--- config.mk ---
export PLATFORM = sky130hd
export DESIGN_NAME = t_counter_flat
export DESIGN_NICKNAME = d
export VERILOG_FILES = /design/src/rtl/t_counter_if.sv /design/src/rtl/t_counter.sv /design/src/flat_wrapper.sv
export SDC_FILE = /design/constraint.sdc
export NUM_CORES = 1
export LEC_CHECK = 0
export BUFFER_PORTS_ARGS = -buffer_cell sky130_fd_sc_hd__buf_2
export CORE_AREA = 4 4 41 43
export CTS_BUF_LIST = sky130_fd_sc_hd__clkbuf_16
export DETAILED_ROUTE_END_ITERATION = 10
export DIE_AREA = 0 0 45 47
export HOLD_SLACK_MARGIN = 0.03
export PLACE_DENSITY = 0.75
export REMOVE_ABC_BUFFERS = 1
export SLEW_MARGIN = 25
export SYNTH_ARGS = -nofsm -noshare
export SYNTH_HDL_FRONTEND = slang
export SYNTH_SLANG_ARGS = --single-unit
--- constraint.sdc ---
create_clock -name clk -period 3.1 [get_ports clk]
set_input_delay 0.465 -clock clk [delete_from_list [all_inputs] [get_ports clk]]
set_output_delay 0.465 -clock clk [all_outputs]
set_load 0.05 [all_outputs]
--- src/rtl/t_counter_if.sv ---
// Control/status bundle between a t_counter and its driver.
// The sclr signal exists only when T_COUNTER_SYNC_CLR_EN is defined.
interface t_counter_if #(
    parameter int WIDTH = 4
);
    logic             en;
    logic             up;
    logic             load;
    logic [WIDTH-1:0] load_val;
    logic [WIDTH-1:0] count;
    logic [WIDTH-1:0] t_vec;
    logic             tc;
`ifdef T_COUNTER_SYNC_CLR_EN
    logic             sclr;
`endif

    modport master (
`ifdef T_COUNTER_SYNC_CLR_EN
        output sclr,
`endif
        output en, up, load, load_val,
        input  count, t_vec, tc
    );

    modport slave (
`ifdef T_COUNTER_SYNC_CLR_EN
        input  sclr,
`endif
        input  en, up, load, load_val,
        output count, t_vec, tc
    );
endinterface

--- src/rtl/t_counter.sv ---
// Modulo-MODULUS up/down counter producing a registered count, per-bit toggle vector and wrap pulse.
// Optional synchronous clear is compiled in with T_COUNTER_SYNC_CLR_EN.
module t_counter #(
    parameter int WIDTH   = 4,
    parameter int MODULUS = 10
) (
    input  logic   clk,
    input  logic   reset_n,
    t_counter_if.slave bus
);
    localparam logic [WIDTH:0] MOD_W = (WIDTH + 1)'(MODULUS);
    localparam logic [WIDTH:0] MAX_W = MOD_W - 1'b1;

    logic [WIDTH-1:0] count_q;
    logic [WIDTH-1:0] t_vec_q;
    logic             tc_q;

    logic [WIDTH:0]   cnt_w;
    logic [WIDTH:0]   nxt_w;
    logic [WIDTH-1:0] nxt;
    logic             wrap;

    assign cnt_w = {1'b0, count_q};

    // NOTE: every always_comb output gets a default first so no path leaves it unassigned (no latch).
    always_comb begin
        nxt_w = cnt_w;
        wrap  = 1'b0;
`ifdef T_COUNTER_SYNC_CLR_EN
        if (bus.sclr) begin
            nxt_w = '0;
        end else
`endif
        if (bus.load) begin
            // Out-of-range load values clamp to the top of the count range.
            if ({1'b0, bus.load_val} >= MOD_W) nxt_w = MAX_W;
            else                              nxt_w = {1'b0, bus.load_val};
        end else if (bus.en) begin
            if (bus.up) begin
                if (cnt_w == MAX_W) begin
                    nxt_w = '0;
                    wrap  = 1'b1;
                end else begin
                    nxt_w = cnt_w + 1'b1;
                end
            end else begin
                if (cnt_w == '0) begin
                    nxt_w = MAX_W;
                    wrap  = 1'b1;
                end else begin
                    nxt_w = cnt_w - 1'b1;
                end
            end
        end
    end

    assign nxt = nxt_w[WIDTH-1:0];

    // NOTE: state registers use non-blocking assignments so all three update from the same old count.
    always_ff @(posedge clk or negedge reset_n) begin
        if (!reset_n) begin
            count_q <= '0;
            t_vec_q <= '0;
            tc_q    <= 1'b0;
        end else begin
            count_q <= nxt;
            t_vec_q <= count_q ^ nxt;
            tc_q    <= wrap;
        end
    end

    assign bus.count = count_q;
    assign bus.t_vec = t_vec_q;
    assign bus.tc    = tc_q;
endmodule

--- src/flat_wrapper.sv ---
// flat-port wrapper written by rule: the top's interface ports become plain ports
module t_counter_flat 
#(
    parameter int WIDTH   = 4,
    parameter int MODULUS = 10
)
  (clk, reset_n, bus_en, bus_up, bus_load, bus_load_val, bus_count, bus_t_vec, bus_tc);
  t_counter_if #(.WIDTH(WIDTH)) bus_i ();
  input  logic clk;
  input  logic reset_n;
  input wire logic [$bits(bus_i.en)-1:0] bus_en;
  input wire logic [$bits(bus_i.up)-1:0] bus_up;
  input wire logic [$bits(bus_i.load)-1:0] bus_load;
  input wire logic [$bits(bus_i.load_val)-1:0] bus_load_val;
  output wire logic [$bits(bus_i.count)-1:0] bus_count;
  output wire logic [$bits(bus_i.t_vec)-1:0] bus_t_vec;
  output wire logic [$bits(bus_i.tc)-1:0] bus_tc;
  assign bus_i.en = bus_en;
  assign bus_i.up = bus_up;
  assign bus_i.load = bus_load;
  assign bus_i.load_val = bus_load_val;
  assign bus_count = bus_i.count;
  assign bus_t_vec = bus_i.t_vec;
  assign bus_tc = bus_i.tc;
  t_counter #(.WIDTH(WIDTH), .MODULUS(MODULUS)) u_core (.clk(clk), .reset_n(reset_n), .bus(bus_i));
endmodule
=== After elaboration in Yosys (flattened, before gate mapping) ===
Index checks and enable logic that the tools add are counted.

* Flip-flop bits (word level): 9
* Word-level logic and storage cells: 20
* Output and inout port bits: 9

* Bitwise gates (word level): 1
* Muxes and demuxes: 11
* $add $sub $neg: 2
* Reduce and logical (&&, ||, !) cells: 1
* Equal/unequal tests: 1
* Magnitude comparators: 1

{| class="wikitable"
|+ Operator list
! operator !! count
|-
| $mux W4 || 6
|-
| $logic_not A5 Y1 || 1
|-
| $mux W1 || 5
|-
| $add A4 B1 Y4 const B || 1
|-
| $eq A4 B4 Y1 const B || 1
|-
| $ge A4 B4 Y1 const B || 1
|-
| $sub A4 B1 Y4 const B || 1
|-
| $xor A4 B4 Y4 || 1
|}

=== Logic depth before layout (Yosys ltp) ===
* Depth after elaboration: 6
* Gate-level depth with buffers: 4
* Gate-level depth less buffers: 3

=== Worst setup path after synthesis ===
OpenSTA, ideal clock, no wires.

* Path kind: flip-flop to flip-flop
* Start: register u_core.count_q[1] (netlist: u_core.bus.count[1])
* End: register u_core.count_q[3] (netlist: u_core.bus.count[3])
* Clock period less this slack: 1570 ps
* Path slack: 1530 ps
* Library setup time: 124 ps
* Stages on the path, launching flop included: 5
* Path buffers: 1
* Data arrival time: 1446 ps
* Cells stage by stage: dfrtp_1 -> buf_2 -> nand2_1 -> a31o_1 -> o31a_1

* Word-level cells in the longest chain between the ends: 5
* Elaborated cells between the ends (all ways): 9
* Those cells by class: 2 x add/sub; 1 x eq/ne; 5 x mux; 1 x reduce/logical

{| class="wikitable"
|+ Ends and longest elaborated chain
! item !! line !! source
|-
| start: declaration || t_counter.sv:14 || <nowiki>logic [WIDTH-1:0] count_q;</nowiki>
|-
| start signal: assignment || t_counter.sv:66 || <nowiki>count_q <= nxt;</nowiki>
|-
| $sub A4 B1 Y4 (tied with other cells) || t_counter.sv:51 || <nowiki>nxt_w = cnt_w - 1'b1;</nowiki>
|-
| $mux W4 (on tied branches) || t_counter.sv:47, t_counter.sv:40 ||
|-
| $mux W4 * || t_counter.sv:39 || <nowiki>if (bus.up) begin</nowiki>
|-
| $mux W4 * || t_counter.sv:38 || <nowiki>end else if (bus.en) begin</nowiki>
|-
| $mux W4 * || t_counter.sv:34 || <nowiki>if (bus.load) begin</nowiki>
|-
| via u_core.nxt_w[3] || t_counter.sv:19 || <nowiki>logic [WIDTH:0] nxt_w;</nowiki>
|}

Mark *: on every way through the listed nets, which the timed path passes. The rest lies on a longest branch.

=== Worst setup path after layout ===
* Start: register u_core.count_q[0] (netlist: u_core.bus.count[0])
* End: output bus_count[0]

{| class="wikitable"
|+ RTL lines
! item !! line !! source
|-
| end: declaration || flat_wrapper.sv:15 || <nowiki>output wire logic [$bits(bus_i.count)-1:0] bus_count;</nowiki>
|}

No word-level cell between the ends.

==> reports/qor.yml <==
h-tree-depth: 1
die_w_um: 45
synth_top_family_by_area: "compound AO/OA/AOI/OAI gates"
ys_top_cells_by_area: "dfrtp_1 35%, xnor2_1 4.0%, xor2_1 4.0%"
power.internal_uw: 349.7
gp_congestion: 0.8428
cts_buffer_depth: 2
pwr-share-seq_pct: 30.6
viasPerCell: 6.112
clk_pin_slew_ns: 0.04
grt_max_degree: 18
endpoint_kind: "primary output"
run_status: "complete, no violations"
grt_pass1_vias: 560
synthTopCellsByCount: "9 x dfrtp_1, 5 x buf_2, 5 x nand2_1"
synth_compound_area_share_pct: 25.82
synth_top_cell_by_area: "dfrtp_1"
highest_layer: "met4"
drive_gt1_share_pct: 31.33
grt_antenna_before_repair: 0
drv_cap: 0
skew_ns: 0.002039
cts_tree: "built"
clk_latency_ns: 0.23
grt.total_usage_pct: 16.60
ys_warn_count: 0
crit_type: "reg2out"
switching_share_pct: 34.62
p_switching_uw: 185.2
port_buffers: 17
synth_top_cell_area_share_pct: 34.68
ios: 18
clock.fmax_mhz: 579.0
synth-edff-count: 0
final_nets: 93
worst_pin_slew_ns: 0.5258
cts_hold_buf: 0
reg2regPathDepth: 3
synth-seq-cells: 9
rrSetupSlack_ns: 1.58
postSynthAreaPerCell_um2: 9.411
critPathBufInv: 1
max_slew_margin_pct: 64.95
synth.yosys.seq_area_share_pct: 34.68
max_stage_delay_ns: 0.66
wire_per_inst_um: 14.64
regArea_um2: 225.2
synthCells: 69
antenna_cells: 0
reg2reg_from: "u_core.bus.count[0]$_DFF_PN0_"
critPathArrivalTime_ns: 1.26
p_comb_share_pct: 27.5
synth-simple-area-share_pct: 19.65
grt_overflow_total: 0
core.rowCount: 13
yosysMostFrequentCell: "dfrtp_1"
postRouteAntennaNets: 0
multiInputGateArea_um2: 369.1
synth-async-reset-ratio_pct: 100.0
crit_path_top_delay_cell: "dfrtp_1"
cts_setup_buffers: 0
cp-start-kind: "flip-flop"
ir_worst_vdd_v: 0.0005364
final-hold-violation-count: 0
routed-via-count: 599
p_clk_share_pct: 42.0
cts.sinks: 9
dr.first_iter.drc_count: 11
wl_met3_um: 98
setup_tns_ns: 0
met2WireLength_um: 645
drt-met1-wl_um: 659
core_um2: 1301
start_util_pct: 49.90
n_fill_cell: 127
die_h_um: 47
fin_area_um2: 784.5
drv_slew: 0
post_cts_resized: 0
grt_setup_unrepaired: "false"
critPathMaxFanout: 17
die_area_um2: 2115
synth_mux_area_share_pct: 3.276
hp-class: "in2async"
synthAdderAreaFrac_pct: 0
synth.distinct_cells: 39
path_delay_family: "flip-flops"
fin_crit_sh_pct: 55.71
grt_pass1_wl_um: 2449
routed_wl_um: 1435
leakage_uw: 0.0003634
syn_to_final_growth_pct: 20.81
first_pass_iters: 4
synth.cell_area_um2: 649.4
synthXorXnorAreaFrac_pct: 8.092
worstReg2RegEnd: "u_core.bus.count[3]$_DFF_PN0_"
dpl_cell_area_um2: 705.7
required_ns: 2.63
drc_errors: 0
period_needed_ns: 1.727
numCtsBuffers: 3
root_buffer: "clkbuf_16"
setup_viol_count_final: 0
synthFlopType: "dfrtp_1"
crit_chain: "buf_2"
dp_hpwl_um: 1014
power.density_nw_per_um2: 681.9
## layer usage
layer	up-vias	GRT usage, %
met5	-	0
met4	0	10.53
met3	6	3.448
met2	22	27.12
met1	288	19.91
li1	283	-
## sequential cells by signal, summed over array words and instances, names as in the netlist
name              flops
u_core.bus.count      4
u_core.bus.tc         1
u_core.bus.t_vec      4
## worst max path at each step
stage / end / depth (start not counted) / startpoint
global route: bus_count[0] / 1 / u_core.bus.count[0]$_DFF_PN0_
detailed placement: u_core.bus.count[3]$_DFF_PN0_ / 3 / u_core.bus.count[0]$_DFF_PN0_
finish: bus_count[0] / 1 / u_core.bus.count[0]$_DFF_PN0_
floorplan: u_core.bus.count[3]$_DFF_PN0_ / 3 / u_core.bus.count[0]$_DFF_PN0_
global placement: u_core.bus.count[3]$_DFF_PN0_ / 3 / u_core.bus.count[0]$_DFF_PN0_
CTS: bus_count[0] / 1 / u_core.bus.count[0]$_DFF_PN0_
## final cells by class
| class | count | area share, % |
|---|---|---|
| clock inverters | 1 | 0.4785 |
| repair buffers | 17 | 10.85 |
| well taps | 15 | 2.392 |
| inverters | 2 | 0.9569 |
| flip-flops and latches | 9 | 28.71 |
| multi-input cells | 51 | 47.05 |
| clock buffers | 3 | 9.569 |
## stage by stage
stage / cells / worst slack, ns / hold slack (ns) / util, % / total power, uW
CTS: 98 / 1.356 / 0.08591 / 60.29 / 539.7
global placement: 94 / 1.639 / 0.3304 / 54.23 / 308.3
finish: 98 / 1.373 / 0.07797 / 60.29 / 535.0
detailed placement: 94 / 1.583 / 0.3324 / 54.23 / 312.5
floorplan: 62 / 1.424 / 0.1694 / - / 267.9
global route: 98 / 1.300 / 0.09048 / 60.29 / 563.5
## power groups by stage
stage	sequential, uW	combinational [uW]	clock (uW)
after global placement	164	144	0
after detailed placement	165	147	0
after floorplan	215	53.1	0
final	164	147	224
after CTS	164	148	228
after global routing	167	158	238
## kinds of logic (layout without fill, tap and decap cells)
kind of cell,after synthesis,after routing
muxes,2,2
AOI/OAI and AO/OA,21,21
xor gates and xnor gates,6,6
buffers and inverters,9,23
and+or+nand+nor,22,22
DFF,9,9
## cell usage in the layout (no fill, tap or decap), drive strengths merged, types with 2 or more instances in the layout
| cell | Yosys | final |
|---|---|---|
| nand2b | 3 | 3 |
| dfrtp | 9 | 9 |
| nor2b | 2 | 2 |
| a21oi | 2 | 2 |
| xnor2 | 3 | 3 |
| nand2 | 5 | 5 |
| nand3 | 3 | 3 |
| nor2 | 2 | 2 |
| inv | 2 | 3 |
| clkbuf | 0 | 3 |
| o21ai | 3 | 3 |
| xor2 | 3 | 3 |
| buf | 7 | 17 |
No activity file was read; power rests on OpenSTA's default activity.
